--- src/rtl/ex_muldiv_unit.sv ---
// ex_muldiv_unit: iterative 32-bit multiply/divide beside the EX-stage ALU.
// It owns the HI/LO registers, stalls the front of the pipeline while an
// operation is in flight, and serves MTHI/MTLO writes when idle.
module ex_muldiv_unit #(
    parameter int ITER = 32
) (
    input  logic        clk,
    input  logic        rst,
    input  logic        start,
    input  logic [1:0]  md_op,
    input  logic [31:0] op1_E,
    input  logic [31:0] op2_E,
    input  logic        kill,
    input  logic        hi_we,
    input  logic        lo_we,
    input  logic [31:0] wdata,
    input  logic        hilo_rd,
    output logic [31:0] hi,
    output logic [31:0] lo,
    output logic        busy,
    output logic        done,
    output logic        stall
);

    typedef enum logic [1:0] {S_IDLE, S_CALC, S_FIX} state_t;

    state_t      r_state;
    state_t      w_state_next;
    logic [4:0]  r_cnt;
    logic [63:0] r_acc;       // mul: {partial product, multiplier}; div: {remainder, dividend/quotient}
    logic [31:0] r_b;         // mul: multiplicand magnitude; div: divisor magnitude
    logic [31:0] r_a_raw;     // raw dividend, returned in HI on divide by zero
    logic        r_sign_a;
    logic        r_sign_b;
    logic        r_is_div;
    logic        r_b_zero;
    logic [31:0] r_hi;
    logic [31:0] r_lo;
    logic        r_done;

    logic        w_signed;
    logic        w_is_div;
    logic [31:0] w_mag_a;
    logic [31:0] w_mag_b;
    logic [32:0] w_mul_sum;
    logic [63:0] w_mul_next;
    logic [32:0] w_div_rem;
    logic        w_div_ge;
    logic [31:0] w_div_diff;
    logic [63:0] w_div_next;
    logic [63:0] w_prod_fix;
    logic [31:0] w_quot_fix;
    logic [31:0] w_rem_fix;

    assign w_signed = md_op[0];
    assign w_is_div = md_op[1];
    assign w_mag_a  = (w_signed && op1_E[31]) ? -op1_E : op1_E;
    assign w_mag_b  = (w_signed && op2_E[31]) ? -op2_E : op2_E;

    // One radix-2 shift-add step: add multiplicand to the upper half when the
    // current multiplier bit is set, then shift the whole 64-bit pair right.
    assign w_mul_sum  = {1'b0, r_acc[63:32]} + (r_acc[0] ? {1'b0, r_b} : 33'd0);
    assign w_mul_next = {w_mul_sum, r_acc[31:1]};

    // One restoring-divide step: shift the next dividend bit into the
    // remainder and subtract the divisor when it fits.
    assign w_div_rem  = {r_acc[63:32], r_acc[31]};
    assign w_div_ge   = (w_div_rem >= {1'b0, r_b});
    assign w_div_diff = w_div_rem[31:0] - r_b;
    assign w_div_next = {(w_div_ge ? w_div_diff : w_div_rem[31:0]), r_acc[30:0], w_div_ge};

    // Sign correction of the unsigned magnitude results.
    assign w_prod_fix = (r_sign_a ^ r_sign_b) ? -r_acc : r_acc;
    assign w_quot_fix = (r_sign_a ^ r_sign_b) ? -r_acc[31:0] : r_acc[31:0];
    assign w_rem_fix  = r_sign_a ? -r_acc[63:32] : r_acc[63:32];

    // Next-state logic; kill returns to IDLE from any state.
    always_comb begin
        w_state_next = r_state;
        case (r_state)
            S_IDLE: if (start) w_state_next = S_CALC;
            S_CALC: if (r_cnt == 5'(ITER - 1)) w_state_next = S_FIX;
            S_FIX:  w_state_next = S_IDLE;
            default: w_state_next = S_IDLE;
        endcase
        if (kill) w_state_next = S_IDLE;
    end

    // State register.
    always_ff @(posedge clk) begin
        if (rst) r_state <= S_IDLE;
        else     r_state <= w_state_next;
    end

    // Datapath: operand latch, iteration, result write-back and MTHI/MTLO.
    always_ff @(posedge clk) begin
        if (rst) begin
            r_cnt    <= '0;
            r_acc    <= '0;
            r_b      <= '0;
            r_a_raw  <= '0;
            r_sign_a <= 1'b0;
            r_sign_b <= 1'b0;
            r_is_div <= 1'b0;
            r_b_zero <= 1'b0;
            r_hi     <= '0;
            r_lo     <= '0;
            r_done   <= 1'b0;
        end else begin
            r_done <= 1'b0;
            case (r_state)
                S_IDLE: begin
                    if (hi_we) r_hi <= wdata;
                    if (lo_we) r_lo <= wdata;
                    if (start && !kill) begin
                        r_cnt    <= '0;
                        r_is_div <= w_is_div;
                        r_sign_a <= w_signed & op1_E[31];
                        r_sign_b <= w_signed & op2_E[31];
                        r_a_raw  <= op1_E;
                        r_b_zero <= (op2_E == 32'd0);
                        r_b      <= w_is_div ? w_mag_b : w_mag_a;
                        r_acc    <= {32'd0, (w_is_div ? w_mag_a : w_mag_b)};
                    end
                end
                S_CALC: begin
                    if (!kill) begin
                        r_acc <= r_is_div ? w_div_next : w_mul_next;
                        r_cnt <= r_cnt + 5'd1;
                    end
                end
                S_FIX: begin
                    if (!kill) begin
                        r_done <= 1'b1;
                        if (!r_is_div) begin
                            r_hi <= w_prod_fix[63:32];
                            r_lo <= w_prod_fix[31:0];
                        end else if (r_b_zero) begin
                            r_hi <= r_a_raw;
                            r_lo <= 32'hFFFF_FFFF;
                        end else begin
                            r_hi <= w_rem_fix;
                            r_lo <= w_quot_fix;
                        end
                    end
                end
                default: ;
            endcase
        end
    end

    assign hi    = r_hi;
    assign lo    = r_lo;
    assign done  = r_done;
    assign busy  = (r_state != S_IDLE);
    assign stall = busy & (start | hilo_rd | hi_we | lo_we);

endmodule
--- config.mk ---
export PLATFORM = sky130hd
export DESIGN_NAME = ex_muldiv_unit
export DESIGN_NICKNAME = d
export VERILOG_FILES = /design/src/rtl/ex_muldiv_unit.sv
export SDC_FILE = /design/constraint.sdc
export NUM_CORES = 1
export LEC_CHECK = 0
export ABC_AREA = 1
export CAP_MARGIN = 20
export CORE_MARGIN = 5
export CORE_UTILIZATION = 40
export DETAILED_ROUTE_END_ITERATION = 7
export PLACE_DENSITY_LB_ADDON = 0.25
export SLEW_MARGIN = 10
export SYNTH_ARGS = -nofsm -noshare
export SYNTH_HDL_FRONTEND = slang
export SYNTH_SLANG_ARGS = --single-unit
--- constraint.sdc ---
create_clock -name clk -period 7.16 [get_ports clk]
set_clock_uncertainty 0.1 [all_clocks]
set_input_delay 1.432 -clock clk [delete_from_list [all_inputs] [get_ports clk]]
set_output_delay 1.432 -clock clk [all_outputs]
set_load 0.005 [all_outputs]
==> summary.txt, run 1 <==
Status
  • Status: completed

Run
  • Max cap viols: 0

Synth
  • YS warnings: 0
  • Gate Count Post-Synth: between 3000 and 4000
  • Syn_area_per_cell: 5.611 um^2
  • Cell Area, Synth: just over 20000 um^2
  • Top FF cell, synth: dfxtp_1
  • Netlist cell types: 60
  • Post-synthesis sequential area ratio: 20.26%
  • Syn nets: 3770
  • Asr flop ratio synth: 0%
  • Count of state elements after synthesis: about 200
  • Number of flops mapped to enable cells by yosys: 0

Floorplan
  • Top-level I/O count: around 170
  • Core ar.: ~50000 um^2
  • Die H: ~230 um
  • Std-Cell Rows: just over 80
  • Starting density of the core: 40.35%
  • Die span in x: roughly 230 um
  • Die area: around 55000 um^2

Clocking
  • Hold buffers post-CTS: 0
  • Clock Pin Slew Worst Setup and Hold Paths: 60 ps
  • Post_cts resized: 0
  • CTS tree: yes
  • CTS root buffer: clkbuf_16
  • Clock sink count: 204
  • Clk buf depth: 3
  • Postcts setup bufs: 0
  • CTS H-tree depth: 1
  • CTS Buf Count: 25
  • Worst skew pair latency: about 580 ps

Global routing
  • Vias in the first global route: about 22000
  • Initial antenna violation count: 1
  • Met3 usage: 5.886%
  • Grt total ovfl: 0
  • Total GRT Usage: about a third
  • Busiest grt layer: met1
  • Met2 Use GR: between 40% and 50%
  • Global-route wire length before repair: about 130000 um
  • Largest net degree at the start of global routing: 84
  • Met1 Resource Use GR: a little under half

Power and ir drop
  • Pwr Density: approximately 170 nW/um^2
  • Seq pwr share: about 34%
  • Logic pwr share: a little under a third
  • Psw: roughly 1.5 mW
  • Clock group share of total power: approximately a third
  • Switching Share: roughly 38%
  • Maximum vdd ir drop: approximately 0.00016 V
  • LEAKAGE: roughly 11 nW
  • P_int: around 2.4 mW

Placement
  • Post-DP HPWL: a little over 70000 um
  • I/O Buffers: about 170
  • Pre-CTS worst setup slack: between 2000 and 2500 ps
  • Cell total after placement: between 4000 and 5000
  • GPL Wtd Cong: approximately 1.0

Critical path
  • Most used cell, CP: clkdlybuf4s50_1
  • Crit-path cells: clkdlybuf4s50_1 > nor4_1 > nor2_1 > clkdlybuf4s50_1
  • Worst path max stage delay: 450 ps
  • Critical Path End Type: primary output
  • Buf+Inv Stages, Crit Path: 2
  • Worst EP required: 5630 ps
  • Cell family with most CP delay: buffers and inverters
  • Slowest cell on the critical path: clkdlybuf4s50_1
  • Startpoint Class: input pin
  • Critical path arrival: roughly 2700 ps
  • CP Max Fanout: 2
  • CP Class: in -> out

Hold path
  • Worst min path class: reg -> reg

Layout
  • Layout Utilization: between 40% and 50%
  • Multi-input gate area: roughly 14000 um^2
  • Layout cell share with drive strength beyond 1: between 4 and 5%
  • Final net count: roughly 3800
  • ANT cells: 0
  • Layout area overhead: 14.11%
  • Layout Cells excl Fill: around 4300
  • Filler cells: between 5000 and 6000
  • FF+latch area: between 4000 and 5000 um^2

Route
  • DRT Wirelength: roughly 90000 um
  • # DRC: 0
  • Initial DRC Count: about 3500
  • Post-route ant nets: 0
  • Vias: 24483
  • Vias per std cell: 5.630
  • DR WL/cell: approximately 21 um
  • Pre-antenna DRT Iters: 7

Timing
  • # setup viols final: 0
  • Post-route clock period utilization: 58.47%
  • Minimum clock period after layout: between 4000 and 5000 ps
  • Worst hold margin: 371.0 ps
  • Top achievable clock speed: 0.2388 GHz
  • Final worst slack: 2973 ps
  • Slew Viols, Final: 0
  • Unrepaired setup endpoints after global routing: false
  • Worst Tran Pin Value: 1062 ps
  • Sum Neg Setup Slack: 0 ps
  • Final Hold Fails: 0
  • Headroom to the max-slew limit: 29.21%
==> cell usage after synthesis, drive strengths merged, types with 2 or more instances <==
cell type / number / area share, %
o21a: 5 / 0.19
ha: 70 / 4.3
o22ai: 8 / 0.25
a2bb2oi: 2 / 0.087
nand3b: 11 / 0.41
inv: 496 / 9.2
a31oi: 20 / 0.62
a21boi: 2 / 0.074
clkinv: 3 / 0.056
fa: 2 / 0.20
nand3: 325 / 8.3
dfxtp: 204 / 20
xor2: 69 / 3.0
o21bai: 14 / 0.52
and2: 2 / 0.062
and3: 2 / 0.062
or2: 17 / 0.53
a22oi: 7 / 0.26
a31o: 2 / 0.087
xnor2: 3 / 0.13
o21ai: 329 / 8.3
nor2: 365 / 7.4
o221ai: 4 / 0.17
nand4: 46 / 1.4
nor3: 40 / 1.1
a21oi: 350 / 8.8
clkbuf: 95 / 1.8
o31ai: 5 / 0.19
a21o: 7 / 0.26
buf: 55 / 1.7
nand2: 993 / 19
nor4: 6 / 0.19
o211ai: 29 / 1.1
==> through the flow <==
step	power [mW]	instance area, um^2
6_report	3.824	23000
5_1_grt	3.976	23000
4_1_cts	3.788	23000
3_5_place_dp	2.492	22170
3_3_place_gp	2.495	22170
2_1_floorplan	2.042	20160
==> worst register-to-register path, delay by kind of cell, from the launching register on <==
family | cells | cell delay (ps)
adder cells (fa/ha/maj) | 1 | 400
AO/OA/AOI/OAI | 1 | 60
buffers and inverters | 1 | 280
flip-flops | 1 | 780
AND/OR/NAND/NOR | 9 | 1830
==> power groups by stage <==
| stage | clock network (mW) | logic, mW | registers, mW |
|---|---|---|---|
| 6_report | 1.31 | 1.22 | 1.29 |
| 5_1_grt | 1.36 | 1.33 | 1.29 |
| 4_1_cts | 1.31 | 1.19 | 1.29 |
| 3_5_place_dp | 0 | 1.18 | 1.31 |
| 3_3_place_gp | 0 | 1.18 | 1.31 |
| 2_1_floorplan | 0 | 0.771 | 1.27 |
==> kinds of logic (layout without fill, tap and decap cells) <==
group | Yosys count | in the layout | synth area share [%]
and+or+nand+nor | 1808 | 1808 | 38.22
AOI/OAI and AO/OA | 788 | 788 | 21.07
buffers and inverters | 649 | 733 | 12.79
DFF | 204 | 204 | 20.26
adders and majority gates | 72 | 72 | 4.543
xor gates and xnor gates | 72 | 72 | 3.128
==> registers in the layout, summed over array words and instances, names as in the netlist, 2 cells and up <==
| name | count |
|---|---|
| lo | 32 |
| r_a_raw | 32 |
| r_state | 2 |
| r_b | 32 |
| hi | 32 |
| r_cnt | 5 |
| r_acc | 64 |
==> path summary, 6_finish.rpt <==
kind	start	endpoint	slack, ps	depth (start not counted)
setup / recovery	start	stall	2970	4
hold / removal	r_cnt[4]	r_cnt[4]	370	2
setup reg to reg	r_acc[52]	r_acc[34]	3570	12
hold reg to reg	r_cnt[4]	r_cnt[4]	370	2
==> routing by layer <==
metal  share of wire (%)  up-vias
met3                  12      179
met2                  40     1413
li1                    -    11815
met4                 4.4        0
met1                  43    11076
met5                   0        -
==> placed cells by master (no fill, tap or decap), types with 5 or more instances in the layout <==
cell               n
a21o_1             7
a21oi_1          346
a22oi_1            7
a31oi_1           20
buf_4             21
clkbuf_16         25
clkbuf_8           8
clkdlybuf4s50_1  170
dfxtp_1          203
ha_1              70
inv_1            481
inv_2             15
nand2_1          980
nand2_2           12
nand3_1          314
nand3_2           11
nand3b_1          11
nand4_1           46
nor2_1           336
nor2_2            21
nor2_4             7
nor3_1            37
nor4_1             6
o211ai_1          28
o21a_1             5
o21ai_0          310
o21ai_1           13
o21ai_2            5
o21bai_1          14
o22ai_1            8
o31ai_1            5
or2_2             15
xor2_1            69
==> area by class of cell <==
type	count	area share [%]
Timing Repair Buffer	192	8.104
Inverter	499	8.153
Multi-Input combinational cell	2740	58.71
Clock buffer	34	3.215
Clock inverter	8	0.3916
Sequential cell	204	17.77
Tap cell	672	3.655
Power figures use the tool's default switching activity.
==> inputs of run 2 (changes only) <==
- clock period: 7.16 -> 4 ns (I/O delays scaled with it)
==> run 2 against run 1 <==
  * Sequential share of layout area shrank 0.24 points
  * Critical endpoint is now r_acc[46]
  * Sequential power grew 80%
  * Global-route usage grew 1.4 points
  * Largest cell class unchanged
  * Die area is the same
  * Utilization grew 0.63 points
  * Total power grew 81%
  * Setup slack lost 2100 ps
  * Clock-buffer cell count is the same
==> summary.txt, run 2 (synthesis gave the netlist of run 1 again) <==
Status
  • Status: completed

Clocking
  • Hold buffers post-CTS: 0
  • Clock sink count: 204
  • Post_cts resized: 0
  • Clock Pin Slew Worst Setup and Hold Paths: about 60 ps
  • CTS Buf Count: 25
  • Worst skew pair latency: around 580 ps
  • Clk buf depth: 3
  • CTS root buffer: clkbuf_16
  • CTS tree: yes
  • Postcts setup bufs: 0
  • CTS H-tree depth: 1

Critical path
  • Critical Path End Type: flip-flop
  • CP Max Fanout: 26
  • Startpoint Class: flip-flop
  • Critical path arrival: 3520 ps
  • CP Class: reg -> reg
  • Worst EP required: 4360 ps

Run
  • Max cap viols: 0

Timing
  • Final worst slack: 839.4 ps
  • Top achievable clock speed: about 0.32 GHz
  • Worst Tran Pin Value: 1096 ps
  • Headroom to the max-slew limit: a little over a quarter
  • Minimum clock period after layout: ~3200 ps
  • Final Hold Fails: 0
  • Post-route clock period utilization: between 70% and 80%
  • Sum Neg Setup Slack: 0 ps
  • Worst hold margin: 374.6 ps
  • Unrepaired setup endpoints after global routing: false
  • Slew Viols, Final: 0
  • # setup viols final: 0

Floorplan
  • Top-level I/O count: around 170
  • Std-Cell Rows: 82
  • Starting density of the core: around two fifths
  • Core ar.: ~50000 um^2
  • Die H: 234.5 um
  • Die area: about 55000 um^2
  • Die span in x: about 230 um

Layout
  • Most frequent cells in the layout: nand2_1 (980), inv_1 (480), a21oi_1 (346)
  • Biggest register: r_acc
  • Layout cell share with drive strength beyond 1: 5.357%
  • Final instance area: approximately 23000 um^2
  • Final net count: slightly below 4000
  • ANT cells: 0
  • Filler cells: roughly 5500
  • Layout area overhead: 15.67%
  • Number of flip-flops in the largest register: 64
  • Commonest non-fill, non-tap cell in the layout: nand2_1

Route
  • Post-route ant nets: 0
  • # DRC: 0
  • DRT Wirelength: about 94000 um
  • Vias: between 20000 and 25000
  • Initial DRC Count: 3161
  • DR WL/cell: ~22 um
  • Vias per std cell: 5.628
  • Pre-antenna DRT Iters: 6

Placement
  • Area after DPL: 22480 um^2
  • I/O Buffers: 171
  • Pre-CTS worst setup slack: between 600 and 700 ps
  • Post-DP HPWL: about 76000 um
  • GPL Wtd Cong: 1.085

Global routing
  • Initial antenna violation count: 3
  • Largest net degree at the start of global routing: between 80 and 90
  • Vias in the first global route: 21784
  • Grt total ovfl: 0
  • Total GRT Usage: 32.78%
  • Global-route wire length before repair: approximately 140000 um

Hold path
  • Worst min path class: reg -> reg

Power and ir drop
  • LEAKAGE: ~11 nW
  • Pwr Density: about 300 nW/um^2
  • Maximum vdd ir drop: between 0.0003 and 0.0004 V
[run 2: metal layers]
metal	global-route usage [%]	vias to the layer above	part of all wire [%]
met2	47.59	1322	41
li1	-	11901	-
met4	13.45	0	5.2
met3	7.562	208	11
met1	46.72	11257	43
met5	0	-	0
[run 2: final timing paths]
check | startpoint | to | slack (ps) | cells after the start
max | r_acc[54] | r_acc[46] | 840 | 15
min | r_cnt[4] | r_cnt[4] | 370 | 2
max reg2reg | r_acc[54] | r_acc[46] | 840 | 15
min reg2reg | r_cnt[4] | r_cnt[4] | 370 | 2
[run 2: worst max-delay path, cell delays in order, from the launching register on]
cell	delay, ps
dfxtp_1	750
ha_1	440
nand2_1	150
inv_1	60
nand2_1	60
nand2_1	80
a21oi_2	140
nor2_1	70
nor2_2	180
nand2_4	260
buf_4	290
nor2_4	160
nand2_1	70
nand3_1	80
nand2_1	50
a21oi_1	150
[run 2: layout make-up]
| class | instances | area (um^2) | share of cell area, % |
|---|---|---|---|
| well taps | 672 | 840.8 | 3.606 |
| clock inverters | 8 | 113.9 | 0.4883 |
| multi-input cells | 2740 | 13510 | 57.92 |
| clock buffers | 34 | 720.7 | 3.091 |
| inverters | 499 | 1876 | 8.043 |
| flip-flops and latches | 204 | 4088 | 17.53 |
| repair buffers | 230 | 2175 | 9.326 |
[run 2: through the flow]
stage | utilization, % | total power, mW | instances
2_1_floorplan | - | 3.656 | 3593
3_3_place_gp | 45.00 | 4.514 | 4345
3_5_place_dp | 45.00 | 4.506 | 4345
4_1_cts | 46.67 | 6.866 | 4387
5_1_grt | 46.67 | 7.206 | 4387
6_report | 46.67 | 6.926 | 4387
[run 2: power by group]
part | internal (mW) | switching, mW
clock | 1.39 | 0.986
combinational | 0.716 | 1.51
sequential | 2.16 | 0.158
total | 4.27 | 2.66
